**src/rtl/ball_engine.sv**
```systemverilog
// Ball motion, wall/paddle collision and scoring stage for the pong datapath.
// Consumes paddle centres from the paddle stage each clk1 tick, moves the ball
// one pixel per axis, tracks scores and runs the IDLE/SERVE/PLAY/POINT/OVER FSM.
module ball_engine #(
  parameter int          VGA_H       = 640,
  parameter int          VGA_V       = 480,
  parameter int          BALL_SIZE   = 8,
  parameter int          PAD_W       = 12,
  parameter int          PAD_H       = 80,
  parameter int          WIN_SCORE   = 9,
  parameter int          SERVE_DELAY = 60,
  parameter logic [11:0] BALL_COLOUR = 12'hFFF
) (
  input  logic        clk1,
  input  logic        reset,
  input  logic        serve,
  input  logic [9:0]  xpad1,
  input  logic [9:0]  ypad1,
  input  logic [9:0]  xpad2,
  input  logic [9:0]  ypad2,
  input  logic [9:0]  x,
  input  logic [9:0]  y,
  output logic [9:0]  xball,
  output logic [9:0]  yball,
  output logic        ball_on,
  output logic [11:0] ball_colour,
  output logic [3:0]  score1,
  output logic [3:0]  score2,
  output logic        game_over,
  output logic [2:0]  state
);

  typedef enum logic [2:0] {
    IDLE  = 3'd0,
    SERVE = 3'd1,
    PLAY  = 3'd2,
    POINT = 3'd3,
    OVER  = 3'd4
  } state_t;

  // Serve counter only needs to reach SERVE_DELAY-1.
  localparam int CNT_W = (SERVE_DELAY > 1) ? $clog2(SERVE_DELAY) : 1;
  localparam logic [CNT_W-1:0] SERVE_LAST = CNT_W'(SERVE_DELAY - 1);

  // All geometry is done in 11 bits so sums of 10-bit coordinates never wrap.
  localparam logic [10:0] HALF     = 11'(BALL_SIZE / 2);
  localparam logic [10:0] HALF_M1  = 11'(BALL_SIZE / 2 - 1);
  localparam logic [10:0] PAD_OFF  = 11'(PAD_W / 2 + 1);
  localparam logic [10:0] PAD_HALF = 11'(PAD_H / 2);
  localparam logic [10:0] H_LAST   = 11'(VGA_H - 1);
  localparam logic [10:0] V_LAST   = 11'(VGA_V - 1);
  localparam logic [9:0]  X_CEN    = 10'(VGA_H / 2);
  localparam logic [9:0]  Y_CEN    = 10'(VGA_V / 2);
  localparam logic [3:0]  WIN      = 4'(WIN_SCORE);

  state_t           st;
  logic             dx;
  logic             dy;
  logic             serve_q;
  logic             p1_scored;
  logic [CNT_W-1:0] cnt;

  logic [10:0] xb, yb, xp1, yp1, xp2, yp2, xw, yw;
  logic        press;
  logic        miss_l, miss_r;
  logic        hit_top, hit_bot, hit_l, hit_r;
  logic        vov1, vov2;
  logic        dx_n, dy_n;
  logic [3:0]  sc1_inc, sc2_inc;

  assign xb  = {1'b0, xball};
  assign yb  = {1'b0, yball};
  assign xp1 = {1'b0, xpad1};
  assign yp1 = {1'b0, ypad1};
  assign xp2 = {1'b0, xpad2};
  assign yp2 = {1'b0, ypad2};
  assign xw  = {1'b0, x};
  assign yw  = {1'b0, y};

  // Falling edge of the active-low serve button.
  assign press = !serve && serve_q;

  // Pixel lies inside the ball: L <= x <= R and T <= y <= B, rearranged as sums.
  assign ball_on = (xw + HALF >= xb) && (xw <= xb + HALF_M1) &&
                   (yw + HALF >= yb) && (yw <= yb + HALF_M1);
  assign ball_colour = BALL_COLOUR;

  // Misses: L == 0 or R == VGA_H-1 while heading toward that edge.
  assign miss_l = !dx && (xb == HALF);
  assign miss_r = dx && (xb + HALF_M1 == H_LAST);

  // Walls: T == 0 or B == VGA_V-1 while heading toward that wall.
  assign hit_top = !dy && (yb == HALF);
  assign hit_bot = dy && (yb + HALF_M1 == V_LAST);

  // Vertical overlap of the ball with each paddle: B >= ypad-PAD_H/2 and T <= ypad+PAD_H/2.
  assign vov1 = (yb + HALF_M1 + PAD_HALF >= yp1) && (yb <= yp1 + PAD_HALF + HALF);
  assign vov2 = (yb + HALF_M1 + PAD_HALF >= yp2) && (yb <= yp2 + PAD_HALF + HALF);

  // Paddle faces: L touches the left paddle's right face, R touches the right paddle's left face.
  assign hit_l = !dx && (xb == xp1 + PAD_OFF + HALF) && vov1;
  assign hit_r = dx && (xb + HALF_M1 + PAD_OFF == xp2) && vov2;

  // Direction after this cycle's contacts; the move uses these so there is no dead cycle.
  assign dx_n = hit_l ? 1'b1 : (hit_r ? 1'b0 : dx);
  assign dy_n = hit_top ? 1'b1 : (hit_bot ? 1'b0 : dy);

  // Scores saturate at WIN_SCORE.
  assign sc1_inc = (score1 < WIN) ? score1 + 4'd1 : score1;
  assign sc2_inc = (score2 < WIN) ? score2 + 4'd1 : score2;

  assign state = st;

  // Game FSM with ball position, direction, scores and serve counter.
  always_ff @(posedge clk1) begin
    if (!reset) begin
      st        <= IDLE;
      xball     <= X_CEN;
      yball     <= Y_CEN;
      dx        <= 1'b1;
      dy        <= 1'b1;
      score1    <= '0;
      score2    <= '0;
      game_over <= 1'b0;
      cnt       <= '0;
      serve_q   <= 1'b1;
      p1_scored <= 1'b0;
    end else begin
      serve_q <= serve;
      case (st)
        IDLE: begin
          xball <= X_CEN;
          yball <= Y_CEN;
          if (press) begin
            dx  <= 1'b1;
            dy  <= 1'b1;
            cnt <= '0;
            st  <= SERVE;
          end
        end
        SERVE: begin
          cnt <= cnt + 1'b1;
          if (cnt == SERVE_LAST) st <= PLAY;
        end
        PLAY: begin
          if (miss_l || miss_r) begin
            p1_scored <= miss_r;
            st        <= POINT;
          end else begin
            dx    <= dx_n;
            dy    <= dy_n;
            xball <= dx_n ? xball + 10'd1 : xball - 10'd1;
            yball <= dy_n ? yball + 10'd1 : yball - 10'd1;
          end
        end
        POINT: begin
          xball <= X_CEN;
          yball <= Y_CEN;
          dy    <= 1'b1;
          cnt   <= '0;
          if (p1_scored) begin
            score1 <= sc1_inc;
            dx     <= 1'b1;
            if (sc1_inc == WIN) begin
              st        <= OVER;
              game_over <= 1'b1;
            end else begin
              st <= SERVE;
            end
          end else begin
            score2 <= sc2_inc;
            dx     <= 1'b0;
            if (sc2_inc == WIN) begin
              st        <= OVER;
              game_over <= 1'b1;
            end else begin
              st <= SERVE;
            end
          end
        end
        OVER: begin
          if (press) begin
            score1    <= '0;
            score2    <= '0;
            cnt       <= '0;
            dx        <= 1'b1;
            game_over <= 1'b0;
            st        <= SERVE;
          end
        end
        default: st <= IDLE;
      endcase
    end
  end

endmodule

```
**config.mk**
```make
export PLATFORM = sky130hd
export DESIGN_NAME = ball_engine
export DESIGN_NICKNAME = d
export VERILOG_FILES = /design/src/rtl/ball_engine.sv
export SDC_FILE = /design/constraint.sdc
export NUM_CORES = 1
export LEC_CHECK = 0
export BUFFER_PORTS_ARGS = -buffer_cell sky130_fd_sc_hd__buf_2
export CELL_PAD_IN_SITES_DETAIL_PLACEMENT = 0
export CELL_PAD_IN_SITES_GLOBAL_PLACEMENT = 1
export CORE_ASPECT_RATIO = 0.8
export CORE_MARGIN = 2
export CORE_UTILIZATION = 30
export CTS_BUF_LIST = sky130_fd_sc_hd__clkbuf_2
export DETAILED_ROUTE_END_ITERATION = 16
export MAX_ROUTING_LAYER = met4
export PLACE_DENSITY_LB_ADDON = 0.1
export SLEW_MARGIN = 15
export SYNTH_ARGS = -nofsm -noshare
export SYNTH_HDL_FRONTEND = slang
export SYNTH_SLANG_ARGS = --single-unit
```
**constraint.sdc**
```tcl
create_clock -name clk1 -period 14.1 [get_ports clk1]
set_input_delay 2.115 -clock clk1 [delete_from_list [all_inputs] [get_ports clk1]]
set_output_delay 2.115 -clock clk1 [all_outputs]
set_load 0.01 [all_outputs]
```
==> impl_metrics.csv, run 1 <==
group,metric,value,unit
outcome,status,"finished clean",
yosys,ys_async_sr_fraction,0,%
yosys,syn-mean-instance-area,7.61,µm²
cts,clk_transition_reported_paths,240,ps
critical_path,cp_slowest_cell,"a2111oi_0",
yosys,syn-cell-area,0.00637,mm²
finish,register_area,841,µm²
pwr,p_leak,3.17,nW
critical_path,crit_required,14490,ps
drt,postRouteWirelength,19.1,mm
sta,tightest_slew,936,ps
yosys,yosys_warnings,0,
yosys,seq_area_frac_synth,13.2,%
finish,final_common_cell,"ha_1",
cts,cts.htree.levels,2,
sta,rsz0062_at_grt,"false",
finish,syn2layout_area_growth,11.1,%
grt,grt_pass1_vias,5616,
grt,grt_use_total,17.4,%
sta,finalMaxSlewViolations,0,
yosys,synth_area_leaders,"ha_1 22%, dfxtp_1 13%, xnor2_1 8.8%",
floorplanning,dieHeight,134,µm
sta,postLayoutSetupSlackWorst,7440,ps
floorplanning,start_util,30.7,%
cts,clockRootBuffer,"clkbuf_2",
floorplanning,core_region_area,0.0208,mm²
run,drv_cap,0,
drt,drc,0,
critical_path,path_max_fanout,9,
cts,clk-insertion-delay-late,430,ps
critical_path,cp.arrival,7060,ps
hold_path,min_from,"score2[3]",
drt,antenna_left,0,
placed_design,dpl.hpwl,15.3,mm
critical_path,slowest_delay,460,ps
cts,cts.sinks,42,
yosys,synth-seq-cells,42,
finish,drive_gt1_share,13.6,%
pwr,ir_worst_vdd,70.9,µV
grt,grt_pass1_wl,30.5,mm
sta,skew,17.5,ps
sta,hold_ws,507,ps
cts,cts_setup_buffers,0,
drt,drt_iter0_drc,280,
sta,finalHoldViolations,0,
critical_path,r2r_end,"xball[9]",
sta,fin_crit_sh,47.3,%
yosys,synthFlopType,"dfxtp_1",
finish,fill_cells,2294,
sta,setup_tns,0,ps
cts,cts_tree,"built",
cts,clockBufferDepth,2,
placed_design,dpl_cell_area,0.00698,mm²
yosys,yosysUniqueCellTypes,79,
grt,grt_max_degree,37,
finish,final_net_count,1089,
sta,slew_headroom,36.0,%
sta,setup_viol_count_final,0,
finish,stdcell_area,0.00707,mm²
critical_path,r2r_start,"xball[0]",
critical_path,path_class,"in -> reg",
drt,wl_per_cell,16.2,µm
hold_path,hp-class,"reg -> reg",
cts,cts_buffers,5,
yosys,synth-edff-count,0,
floorplanning,ios,108,
finish,final_cell_mix,"110 x ha_1, 95 x buf_2, 65 x inv_1",
grt,overflow,0,
critical_path,r2r_slack,7600,ps
critical_path,critPathLaunchType,"primary input",
yosys,synth_top_area_cell,"ha_1",
placed_design,dp_slack,7020,ps
finish,antennaDiodeCount,0,
critical_path,r2r.worst_path.cells,21,
cts,cts_resized,0,
placed_design,port_buffers,95,
drt,drtPass1Iterations,6,
finish,fin_cells,1184,
yosys,synthCells,837,
yosys,yosys.area.top_type_share,21.6,%
pwr,powerDensity,72.4,mW/mm²
hold_path,hold_depth,2,
placed_design,dp.cells,1176,
sta,period_needed,6660,ps
drt,dr_total_vias,5894,
critical_path,end_kind,"register",
drt,drt-vias-per-instance,4.98,
finish,multi_input_area,0.00506,mm²
placed_design,place.gp.congestion,0.835,
critical_path,critical_path.startpoint,"ypad1[2]",
floorplanning,num_rows,47,
floorplanning,dieArea,0.0224,mm²
floorplanning,die_x,167,µm
hold_path,hold_end,"score2[3]",
cts,ctsHoldBuffers,0,
grt,antenna_found_initial,0,
sta,max_freq,150,MHz
[sequential cells by signal, indices dropped and copies added, names as in the netlist]
register   count
score1         4
xball         10
yball         10
state          3
dy             1
cnt            6
score2         4
game_over      1
serve_q        1
p1_scored      1
dx             1
[where the power goes]
part           switching, mW  internal [mW]  leakage [nW]
Sequential            0.0255          0.129         0.340
Clock                 0.0439         0.0471        0.0506
Combinational          0.164          0.103          2.78
[routing by layer]
| metal | global-route usage (%) | vias up | routed length [µm] |
|---|---|---|---|
| li1 | - | 3135 | - |
| met1 | 26.7 | 2655 | 10700 |
| met2 | 25.4 | 102 | 7840 |
| met3 | 1.50 | 2 | 548 |
| met4 | 1.44 | 0 | 34 |
| met5 | - | - | 0 |
[critical path, delay by kind of cell]
kind | cells | cell delay, ps
compound gates | 13 | 2580
fa+ha+maj | 3 | 810
simple gates | 4 | 670
buf+inv | 3 | 380
mux | 1 | 320
xor+xnor | 1 | 180
[cells by family (layout without fill, tap and decap cells)]
group / Yosys count / in the layout / synth area share (%)
simple gates: 274 / 274 / 22.0
compound gates: 212 / 212 / 21.7
fa+ha+maj: 112 / 112 / 22.2
buf+inv: 106 / 173 / 8.06
xor+xnor: 88 / 88 / 12.5
flops: 42 / 42 / 13.2
mux: 2 / 2 / 0.334
other cells: 1 / 12 / 0.0589
[per-stage QoR]
stage / util (%) / total power [mW]
global route: 34.1 / 0.561
detailed placement: 33.6 / 0.426
floorplan: - / 0.351
CTS: 34.1 / 0.521
global placement: 33.6 / 0.431
finish: 34.1 / 0.512
[area by class of cell]
type,instances,area share (%)
Clock inverter,3,0.902
Inverter,67,3.59
Sequential cell,42,11.9
Multi-Input combinational cell,700,71.5
Clock buffer,5,0.354
Timing Repair Buffer,98,7.04
Tap cell,269,4.76
[worst max-delay path by stage]
stage | endpoint | slack (ps)
after floorplan | xball[9] | 7760
after global placement | xball[9] | 7030
after detailed placement | xball[9] | 7020
after CTS | xball[9] | 7490
after global routing | xball[9] | 6930
final | xball[9] | 7440
[cell usage after synthesis, types with 13 or more instances]
library cell / number
o21a_1: 18
xnor2_1: 64
nand3_1: 30
o21ai_0: 46
a31oi_1: 14
nor3_1: 13
xor2_1: 21
and2_1: 13
ha_1: 110
dfxtp_1: 42
nor2b_1: 13
nand4_1: 16
inv_1: 65
a21oi_1: 56
nand2b_1: 19
buf_4: 18
nand2_1: 64
nor2_1: 61
Power figures use the tool's default switching activity.
==> run 2, diff against run 1 <==
==> constraint.sdc (replaced) <==
create_clock -name clk1 -period 5.7 [get_ports clk1]
set_input_delay 0.855 -clock clk1 [delete_from_list [all_inputs] [get_ports clk1]]
set_output_delay 0.855 -clock clk1 [all_outputs]
set_load 0.01 [all_outputs]
==> impl_metrics.csv, run 2 (synthesized netlist as in run 1, its figures left out) <==
group,metric,value,unit
finish,register_area,841,µm²
sta,slew_headroom,54.5,%
placed_design,place.gp.congestion,0.841,
drt,drt_iter0_drc,304,
drt,dr_wl_met3,719,µm
pwr,p_comb_share,58.5,%
cts,clk-insertion-delay-late,440,ps
pwr,seqPwrFrac,30.2,%
finish,final_core_util,35.2,%
finish,final_common_cell,"ha_1",
drt,dr_total_vias,6060,
sta,period_needed,5250,ps
cts,cts.htree.levels,2,
finish,fill_cells,2252,
sta,finalHoldViolations,0,
finish,drive_gt1_share,17.2,%
pwr,ir_worst_vdd,112,µV
sta,finalMaxSlewViolations,0,
pwr,p_clk_share,11.3,%
critical_path,crit_required,6100,ps
cts,clockRootBuffer,"clkbuf_2",
critical_path,end_kind,"register",
drt,antenna_left,0,
sta,tightest_slew,682,ps
pwr,p_leak,3.33,nW
grt,grt_max_degree,37,
finish,final_net_count,1117,
grt,antenna_found_initial,0,
floorplanning,ios,108,
drt,postRouteWirelength,19.8,mm
sta,hold_ws,498,ps
grt,grt_use_total,18.3,%
drt,routed.top_layer,"met4",
finish,reg_top3,"xball: 10 flops, yball: 10 flops, cnt: 6 flops",
floorplanning,start_util,30.7,%
placed_design,dp_slack,78.8,ps
cts,clockBufferDepth,2,
drt,drc,0,
hold_path,hp-class,"reg -> reg",
cts,cts_buffers,5,
floorplanning,dieHeight,134,µm
placed_design,dpl.hpwl,16.2,mm
outcome,status,"finished clean",
floorplanning,num_rows,47,
critical_path,cp.arrival,5650,ps
sta,setup_viol_count_final,0,
finish,antennaDiodeCount,0,
critical_path,path_max_fanout,5,
sta,skew,24.8,ps
floorplanning,die_x,167,µm
placed_design,port_buffers,95,
pwr,powerDensity,166,mW/mm²
cts,clk_transition_reported_paths,240,ps
pwr,intPower,0.627,mW
grt,grt_pass1_vias,5801,
critical_path,critPathLaunchType,"register",
run,drv_cap,0,
grt,overflow,0,
drt,drtPass1Iterations,5,
finish,final_cell_mix,"110 x ha_1, 95 x buf_2, 65 x inv_1",
sta,setup_tns,0,ps
pwr,switching_power,0.587,mW
drt,wl_met1,11.1,mm
drt,met2_length,7.86,mm
grt,grt_pass1_wl,32.1,mm
pwr,p_total,1.21,mW
cts,cts.sinks,42,
sta,fin_crit_sh,92.1,%
cts,cts_tree,"built",
critical_path,path_class,"reg -> reg",
finish,syn2layout_area_growth,14.6,%
floorplanning,dieArea,0.0224,mm²
sta,postLayoutSetupSlackWorst,451,ps
cts,cts_setup_buffers,0,
drt,drt-vias-per-instance,5.00,
finish,multi_input_area,0.00512,mm²
sta,max_freq,190,MHz
drt,wl_per_cell,16.4,µm
floorplanning,core_region_area,0.0208,mm²
cts,ctsHoldBuffers,0,
pwr,switching_share,48.4,%
-- run 2: worst paths after layout --
check | cells past startpoint | slack (ps) | to | startpoint
hold / removal | 1 | 500 | cnt[5] | cnt[5]
setup / recovery | 27 | 450 | xball[9] | yball[1]
hold reg to reg | 1 | 500 | cnt[5] | cnt[5]
setup reg to reg | 27 | 450 | xball[9] | yball[1]
-- run 2: through the flow --
step / area [µm²] / cells
6_report: 7300 / 1211
4_1_cts: 7230 / 1211
3_3_place_gp: 7190 / 1204
3_5_place_dp: 7190 / 1204
5_1_grt: 7300 / 1211
2_1_floorplan: 6410 / 848
-- run 2: metal layers --
layer  track usage (%)  vias to the layer above
met4              1.92                        0
met2              26.0                      119
met1              28.3                     2739
li1                  -                     3192
met5                 -                        -
met3              1.86                       10
-- run 2: power groups by stage --
stage	Combinational, mW	Sequential [mW]	Clock (mW)
floorplan	0.512	0.357	0
CTS	0.704	0.367	0.143
detailed placement	0.700	0.373	0
global placement	0.706	0.375	0
global route	0.806	0.375	0.159
finish	0.710	0.367	0.138
-- run 2: critical path, cell delays in order (launching register included) --
cell and delay [ps]:
dfxtp_1 370, inv_1 80, ha_1 230, nand4b_1 200
nor2_1 80, xnor2_1 470, nand2b_1 210, nor2_1 70
xnor2_2 220, ha_1 290, a21o_1 180, a21oi_1 120
o21ai_0 80, o22a_1 240, a31oi_1 210, o211ai_2 110
inv_1 180, ha_1 270, a21o_1 190, a21oi_2 160
o21bai_1 90, a21oi_2 150, o21ai_1 120, a21o_1 220
a21oi_4 180, nand4_1 100, mux2_1 320, nand4_1 80
-- run 2: cell type report --
class                      count  area share (%)
inverter                      67            3.48
tap                          269            4.61
multi-input combinational    700            70.2
clock buffer                   7           0.480
timing repair buffer         126            9.71
sequential                    42            11.5
-- run 2: what timing repair did --
item | 4_1_cts | 5_1_grt
hold endpoints to repair | 0 | 0
setup endpoints to repair | 0 | 2
resized for setup | 0 | 13
